## src/rtl/gpio_debounce_ctrl.sv

```systemverilog
// N-channel debounced button/GPIO controller with sticky press/release events,
// a long-press reset request and a small memory-mapped register file.
module gpio_debounce_ctrl #(
  parameter int NUM_CH            = 8,
  parameter int DEBOUNCE_CYCLES   = 65536,
  parameter int LONG_PRESS_CYCLES = 4194304,
  parameter int RESET_CH          = 0,
  parameter int ACTIVE_LOW        = 1
) (
  input  logic              clk,
  input  logic              reset,
  input  logic [NUM_CH-1:0] btn_in,
  input  logic              ren,
  input  logic              wen,
  input  logic [7:0]        address,
  input  logic [31:0]       data_in,
  output logic [31:0]       data_out,
  output logic              irq,
  output logic              reset_req
);

  localparam int DW = $clog2(DEBOUNCE_CYCLES);
  localparam int LW = $clog2(LONG_PRESS_CYCLES);
  localparam logic [DW-1:0] DB_LAST = DW'(DEBOUNCE_CYCLES - 1);
  localparam logic [LW-1:0] LP_LAST = LW'(LONG_PRESS_CYCLES - 1);
  localparam logic [NUM_CH-1:0] IDLE_LVL = (ACTIVE_LOW != 0) ? {NUM_CH{1'b1}} : {NUM_CH{1'b0}};

  localparam logic [5:0] A_STATE = 6'h00;
  localparam logic [5:0] A_PRESS = 6'h01;
  localparam logic [5:0] A_REL   = 6'h02;
  localparam logic [5:0] A_IRQEN = 6'h03;
  localparam logic [5:0] A_LONG  = 6'h04;
  localparam logic [5:0] A_RAW   = 6'h05;

  logic [NUM_CH-1:0] sync1_r;
  logic [NUM_CH-1:0] sync2_r;
  logic [NUM_CH-1:0] raw_s;
  logic [NUM_CH-1:0] stable_r;
  logic [NUM_CH-1:0] qual_s;
  logic [NUM_CH-1:0] rise_s;
  logic [NUM_CH-1:0] fall_s;
  logic [NUM_CH-1:0] press_pend_r;
  logic [NUM_CH-1:0] rel_pend_r;
  logic [NUM_CH-1:0] irq_en_r;
  logic [NUM_CH-1:0] wr_data_s;
  logic [NUM_CH-1:0] press_clr_s;
  logic [NUM_CH-1:0] rel_clr_s;
  logic              en_wr_s;
  logic              long_clr_s;
  logic              long_set_s;
  logic              long_r;
  logic [DW-1:0]     db_cnt_r [NUM_CH];
  logic [LW-1:0]     lp_cnt_r;
  logic [31:0]       rd_data_s;
  logic              unused_ok_s;

  // Two-flop synchroniser holding raw pin levels; reset to the idle level.
  always_ff @(posedge clk or negedge reset) begin
    if (!reset) begin
      sync1_r <= IDLE_LVL;
      sync2_r <= IDLE_LVL;
    end else begin
      sync1_r <= btn_in;
      sync2_r <= sync1_r;
    end
  end

  assign raw_s = (ACTIVE_LOW != 0) ? ~sync2_r : sync2_r;

  // A channel qualifies when it has differed for the full debounce window.
  always_comb begin
    for (int ch = 0; ch < NUM_CH; ch++) begin
      qual_s[ch] = (raw_s[ch] != stable_r[ch]) && (db_cnt_r[ch] == DB_LAST);
    end
    rise_s = qual_s & raw_s;
    fall_s = qual_s & ~raw_s;
  end

  // Per-channel debounce counters and accepted levels.
  always_ff @(posedge clk or negedge reset) begin
    if (!reset) begin
      stable_r <= {NUM_CH{1'b0}};
      for (int ch = 0; ch < NUM_CH; ch++) begin
        db_cnt_r[ch] <= {DW{1'b0}};
      end
    end else begin
      for (int ch = 0; ch < NUM_CH; ch++) begin
        if (raw_s[ch] == stable_r[ch]) begin
          db_cnt_r[ch] <= {DW{1'b0}};
        end else if (qual_s[ch]) begin
          stable_r[ch] <= raw_s[ch];
          db_cnt_r[ch] <= {DW{1'b0}};
        end else begin
          db_cnt_r[ch] <= db_cnt_r[ch] + DW'(1);
        end
      end
    end
  end

  // Write decode; wen is folded into the selector so idle cycles hit default.
  always_comb begin
    wr_data_s   = data_in[NUM_CH-1:0];
    press_clr_s = {NUM_CH{1'b0}};
    rel_clr_s   = {NUM_CH{1'b0}};
    en_wr_s     = 1'b0;
    long_clr_s  = 1'b0;
    case ({wen, address[7:2]})
      {1'b1, A_PRESS}: press_clr_s = wr_data_s;
      {1'b1, A_REL}:   rel_clr_s   = wr_data_s;
      {1'b1, A_IRQEN}: en_wr_s     = 1'b1;
      {1'b1, A_LONG}:  long_clr_s  = data_in[0];
      default:         en_wr_s     = 1'b0;
    endcase
  end

  // Sticky event bits (a new edge beats a simultaneous clear), mask and irq.
  always_ff @(posedge clk or negedge reset) begin
    if (!reset) begin
      press_pend_r <= {NUM_CH{1'b0}};
      rel_pend_r   <= {NUM_CH{1'b0}};
      irq_en_r     <= {NUM_CH{1'b0}};
      irq          <= 1'b0;
    end else begin
      press_pend_r <= (press_pend_r & ~press_clr_s) | rise_s;
      rel_pend_r   <= (rel_pend_r & ~rel_clr_s) | fall_s;
      irq_en_r     <= en_wr_s ? wr_data_s : irq_en_r;
      irq          <= |((press_pend_r | rel_pend_r) & irq_en_r);
    end
  end

  assign long_set_s = stable_r[RESET_CH] && (lp_cnt_r == LP_LAST) && !reset_req;

  // Saturating long-press timer; LONG latches only on the first expiry of a hold.
  always_ff @(posedge clk or negedge reset) begin
    if (!reset) begin
      lp_cnt_r  <= {LW{1'b0}};
      reset_req <= 1'b0;
      long_r    <= 1'b0;
    end else begin
      if (stable_r[RESET_CH]) begin
        if (lp_cnt_r == LP_LAST) begin
          reset_req <= 1'b1;
        end else begin
          lp_cnt_r <= lp_cnt_r + LW'(1);
        end
      end else begin
        lp_cnt_r  <= {LW{1'b0}};
        reset_req <= 1'b0;
      end
      long_r <= (long_r & ~long_clr_s) | long_set_s;
    end
  end

  // Zero-wait read mux; unmapped offsets read zero.
  always_comb begin
    rd_data_s = 32'h0;
    case (address[7:2])
      A_STATE: rd_data_s[NUM_CH-1:0] = stable_r;
      A_PRESS: rd_data_s[NUM_CH-1:0] = press_pend_r;
      A_REL:   rd_data_s[NUM_CH-1:0] = rel_pend_r;
      A_IRQEN: rd_data_s[NUM_CH-1:0] = irq_en_r;
      A_LONG:  rd_data_s[0]          = long_r;
      A_RAW:   rd_data_s[NUM_CH-1:0] = raw_s;
      default: rd_data_s = 32'h0;
    endcase
  end

  assign data_out    = ren ? rd_data_s : 32'h0;
  assign unused_ok_s = ^{address[1:0], data_in};

endmodule

```

## config.mk

```make
export PLATFORM = sky130hd
export DESIGN_NAME = gpio_debounce_ctrl
export DESIGN_NICKNAME = d
export VERILOG_FILES = /design/src/rtl/gpio_debounce_ctrl.sv
export SDC_FILE = /design/constraint.sdc
export NUM_CORES = 1
export LEC_CHECK = 0
export BUFFER_PORTS_ARGS = -buffer_cell sky130_fd_sc_hd__clkbuf_2
export CELL_PAD_IN_SITES_DETAIL_PLACEMENT = 2
export CELL_PAD_IN_SITES_GLOBAL_PLACEMENT = 2
export CORE_MARGIN = 2
export CORE_UTILIZATION = 35
export DETAILED_ROUTE_END_ITERATION = 12
export PLACE_DENSITY = 0.85
export SYNTH_ARGS = -nofsm -noshare
export SYNTH_HDL_FRONTEND = slang
export SYNTH_SLANG_ARGS = --single-unit
```

## constraint.sdc

```tcl
create_clock -name clk -period 1.8 [get_ports clk]
set_input_delay 0 -clock clk [delete_from_list [all_inputs] [get_ports clk]]
set_output_delay 0 -clock clk [all_outputs]
set_load 0.02 [all_outputs]
```

Yosys cells after proc, flatten, opt, wreduce, memory -nomap -nowiden
Cells that the tools add are included.
{ "classes": {"add_sub_neg": 9, "n_eq_ne": 36, "muxes": 27, "bitwise_logic": 23, "n_reduce_logical": 21} }
{ "op_table": {"columns": ["cell", "n"], "rows": [
  ["$mux 16", 16],
  ["$add 16x1->16 const B", 8],
  ["$eq 16x16->1 const B", 8],
  ["$mux 22", 2],
  ["$and 8x8->8", 5],
  ["$pmux 7 s5", 1],
  ["$not 8->8", 4],
  ["$eq 7x7->1 const B", 4],
  ["$mux 8", 3],
  ["$or 8x8->8", 3],
  ["$add 22x1->22 const B", 1],
  ["$eq 22x22->1 const B", 1],
  ["$reduce_and 2->1", 8],
  ["$eq 6x2->1 const B", 2],
  ["$eq 6x3->1 const B", 2],
  ["$logic_and 1x1->1", 10],
  ["$not 1->1", 9],
  ["$eq 1x1->1", 8],
  ["$ne 1x1->1", 8],
  ["$reduce_or 8->1", 1],
  ["$eq 6x1->1 const B", 1],
  ["$logic_not 6->1", 1],
  ["$pmux 1 s6", 1],
  ["$mux 1", 4],
  ["other kinds (5)", 5]
]} }
{ "word_totals": {"reg_bits": 201, "input_bits": 52, "out_inout_bits": 34, "elab_cells": 141} }

Depth between registers and ports, before layout
{ "depth": {"ltp_word": 5, "mapped_depth": 7, "mapped_depth_nobuf": 5} }

Worst setup path before layout
OpenSTA, ideal clock, no wires.
{ "synth_timing": {"kind": "reg2reg", "start": "register db_cnt_r[112] (netlist name)", "end": "register db_cnt_r[116] (netlist name)", "setup_ns": 0.121, "arrival_ns": 1.641, "t_required_ns": 1.679, "slack_ns": 0.038, "path_stages_with_launch": 7, "path_buffers": 1, "period_less_slack_ns": 1.762, "cell_sequence": "dfrtp_1 > ha_1 > nand3_1 > or3_1 > o21bai_1 > buf_2 > nor2_1"} }
{ "synth_via": {"elab_chain_len": 4, "elab_cells_between_ends": 5, "cone_classes": "add/sub (1); eq/ne (1); mux (2); reduce/logical (1)"} }
{ "synth_lines": {"columns": ["item", "line_no", "source"], "rows": [
  ["start, declared", "52", "logic [DW-1:0] db_cnt_r [NUM_CH];"],
  ["start signal, assigned by index", "84", "db_cnt_r[ch] <= {DW{1'b0}};"],
  ["start signal, assigned by index", "89", "db_cnt_r[ch] <= {DW{1'b0}};"],
  ["start signal, assigned by index", "92", "db_cnt_r[ch] <= {DW{1'b0}};"],
  ["parallel branches: the longest is 2 deep, another holds $add 16x1->16", null, null],
  ["$mux 16 *", "90", "end else if (qual_s[ch]) begin"],
  ["$mux 16 *", "88", "if (raw_s[ch] == stable_r[ch]) begin"]
]} }
Mark *: on every way between the ends.
A chain may end at the register's enable or synchronous reset.

Worst setup path after layout
{ "layout_timing": {"start": "register stable_r[2]", "end": "output data_out[2]"} }
{ "layout_via": {"elab_chain_len": 2} }
{ "layout_lines": {"columns": ["item", "line_no", "source"], "rows": [
  ["start, declared", "38", "logic [NUM_CH-1:0] stable_r;"],
  ["start signal, assigned", "82", "stable_r <= {NUM_CH{1'b0}};"],
  ["start signal, assigned by index", "91", "stable_r[ch] <= raw_s[ch];"],
  ["$pmux 7 s5", "157", "case (address[7:2])"],
  ["$mux 8", "168", "assign data_out = ren ? rd_data_s : 32'h0;"],
  ["end, declared", "17", "output logic [31:0] data_out,"]
]} }
Every way passes these cells.

==> impl_metrics.json <==
{
  "utilization": 0.444,
  "synth.ff_latch_count": 201,
  "hold_violations": 0,
  "finalSetupTns_ns": -0.184,
  "rsz0062_at_grt": "yes",
  "cp_top_family": "compound AO/OA/AOI/OAI gates",
  "grt_pass1_vias": 9109,
  "p_leak_nw": 4.97,
  "dp_hpwl_um": 19100,
  "drtIter0Drc": 396,
  "core_sq_um": 27800,
  "drc": 0,
  "clock_latency_ns": 0.53,
  "antenna_found_initial": 1,
  "grt_pass1_wl_um": 49900,
  "maxCapViolCount": 0,
  "timing.critical_path.cells": "mux2i_1 > o21ai_1 > nand2_1 > a21oi_2 > buf_4",
  "grt_usage": 0.212,
  "clock.fmax_mhz": 529,
  "path_buf_inv": 1,
  "ys_dominant_reg_cell": "dfrtp_1",
  "grt_max_degree": 61,
  "overflow": 0,
  "syn_area_per_cell_sq_um": 9.78,
  "cp.arrival_ns": 1.89,
  "register_area_sq_um": 5050,
  "dr.pass1.iters": 4,
  "outcome": "finished with violations",
  "period_share": 1.05,
  "routed_wl_um": 33300,
  "syn-cell-area_sq_um": 9900,
  "yosysUniqueCellTypes": 53,
  "start_kind": "flop",
  "synthArstFlopShare": 1.00,
  "violations": "negative setup slack",
  "worst-path-stages": 5,
  "required_ns": 1.80,
  "antenna_left": 0,
  "htreeDepth": 1,
  "die_width_um": 172,
  "place_congestion": 0.736,
  "cts_max_path_buffers": 3,
  "fp.dieH_um": 172,
  "min_period_ns": 1.89,
  "initial_utilization": 0.356,
  "fin_ws_ns": -0.0918,
  "clock-sinks": 201,
  "port_buffers": 35,
  "ios": 86,
  "vdd_ir_drop_max_uv": 609,
  "ys_seq_area_frac": 0.510,
  "vias": 8151,
  "clock_skew_ns": 0.0253,
  "rows": 61,
  "ys.warnings.count": 0,
  "cp_max_fo": 4,
  "areaGrowthSynthToFinish_pct": 24.5,
  "final_cell_mix": "183 x dfrtp_1, 151 x nor2_1, 97 x xnor2_1, 75 x buf_4, 71 x nand2_1",
  "multiInputGateArea_sq_um": 4630,
  "pre_cts_slack_ns": -0.0192,
  "finalSetupViolCount": 3,
  "cpMaxStageDelayCell": "dfrtp_1",
  "final_common_cell": "dfrtp_1",
  "hold_slack_ns": 0.0507,
  "path_clk_slew_ns": 0.07,
  "max_slew_margin": 0.558,
  "crit_path_end_kind": "output port",
  "tightest_slew_ns": 0.662,
  "wl_per_cell_um": 21.6,
  "crit_type": "reg2out",
  "synth_cells": 1012,
  "total_power_w": 0.0108,
  "cpPeakStageDelay_ns": 0.43,
  "cts_inserted_buffers": 24,
  "ff2ff_path_depth": 6,
  "finalMaxSlewViolations": 0,
  "p_per_area_nw_per_um2": 875,
  "root_buffer": "clkbuf_16",
  "hold_class": "in2async",
  "final_nets": 1208,
  "drive_gt1_frac": 0.211,
  "synth-edff-count": 0,
  "cts_tree": "done",
  "nFillCells": 2948,
  "fp.dieArea_sq_um": 29600,
  "viasPerCell": 5.28
}
## power breakdown
group	leakage (nW)	switching (W)	internal [W]	total, W
clock network	0.433	0.00211	0.00341	0.00552
registers	2.72	0.0000918	0.00462	0.00471
logic	1.82	0.000349	0.000203	0.000552
total	4.97	0.00255	0.00824	0.0108
## layout make-up
type / count / share of cell area
well taps: 378 / 0.0384
flip-flops and latches: 201 / 0.410
inverters: 57 / 0.0174
repair buffers: 136 / 0.0861
clock buffers: 30 / 0.0555
diodes: 1 / 0.000203
multi-input cells: 727 / 0.376
clock inverters: 14 / 0.0164
## routing by layer
layer	track usage	up-vias	wire length (um)
met5	0	-	0
met1	0.253	4218	13400
met2	0.393	170	17900
met4	0.0632	0	957
li1	-	3684	-
met3	0.0298	79	1110
## logic make-up after synthesis
group | count (synthesis) | share of synthesized area
simple gates | 446 | 0.221
flops | 201 | 0.510
xor+xnor | 119 | 0.105
buf+inv | 107 | 0.0514
compound gates | 92 | 0.0623
mux | 37 | 0.0384
fa+ha+maj | 9 | 0.0114
other cells | 1 | 0.000379
## stage by stage
stage,instances,area (sq um)
after floorplan,1035,9990
after global placement,1458,10800
after detailed placement,1458,10800
after CTS,1525,12000
after global routing,1544,12300
final,1544,12300
## worst paths after layout
| check | from | to | slack (ns) |
|---|---|---|---|
| setup / recovery | stable_r[2]$_DFFE_PN0P_ | data_out[2] | -0.09 |
| hold / removal | reset | db_cnt_r[86]$_DFF_PN0_ | 0.05 |
| setup reg to reg | db_cnt_r[80]$_DFF_PN0_ | db_cnt_r[88]$_DFF_PN0_ | 0.01 |
| hold reg to reg | sync1_r[2]$_DFF_PN1_ | sync2_r[2]$_DFF_PN1_ | 0.35 |
| max in group asynchronous | reset | sync1_r[7]$_DFF_PN1_ | 0.97 |
| min in group clk | btn_in[7] | sync1_r[7]$_DFF_PN1_ | 0.12 |
## what timing repair did
action | in CTS | in global routing
endpoints found under the setup margin | 23 | 140
pin swaps | 3 | 15
hold endpoints to repair | 218 | 0
resized for setup | 21 | 56
cloned | 0 | 2
hold buffers | 20 | 0
buffers inserted | 3 | 16
## flip-flops by register name (all words and copies together) (netlist names)
| register | count |
|---|---|
| rel_pend_r | 8 |
| sync2_r | 8 |
| sync1_r | 8 |
| reset_req | 1 |
| press_pend_r | 8 |
| stable_r | 8 |
| irq | 1 |
| long_r | 1 |
| lp_cnt_r | 22 |
| irq_en_r | 8 |
| db_cnt_r | 128 |
## cell usage after synthesis (15+ instances only)
cell     instances  share of area
xnor2_1         97          0.086
nor3_1          33          0.017
xor2_1          22          0.019
a32o_1          15          0.015
nand3_1         56          0.028
buf_4           25          0.019
inv_1           57          0.022
dfrtp_1        185           0.47
nand4_1         34          0.021
nor2_1         158          0.060
a21oi_1         26          0.013
dfstp_2         16          0.042
nor4_1          33          0.021
mux2i_1         29          0.029
nand2_1         71          0.027
o21ai_0         20          0.010
No activity file was read; power rests on OpenSTA's default activity.
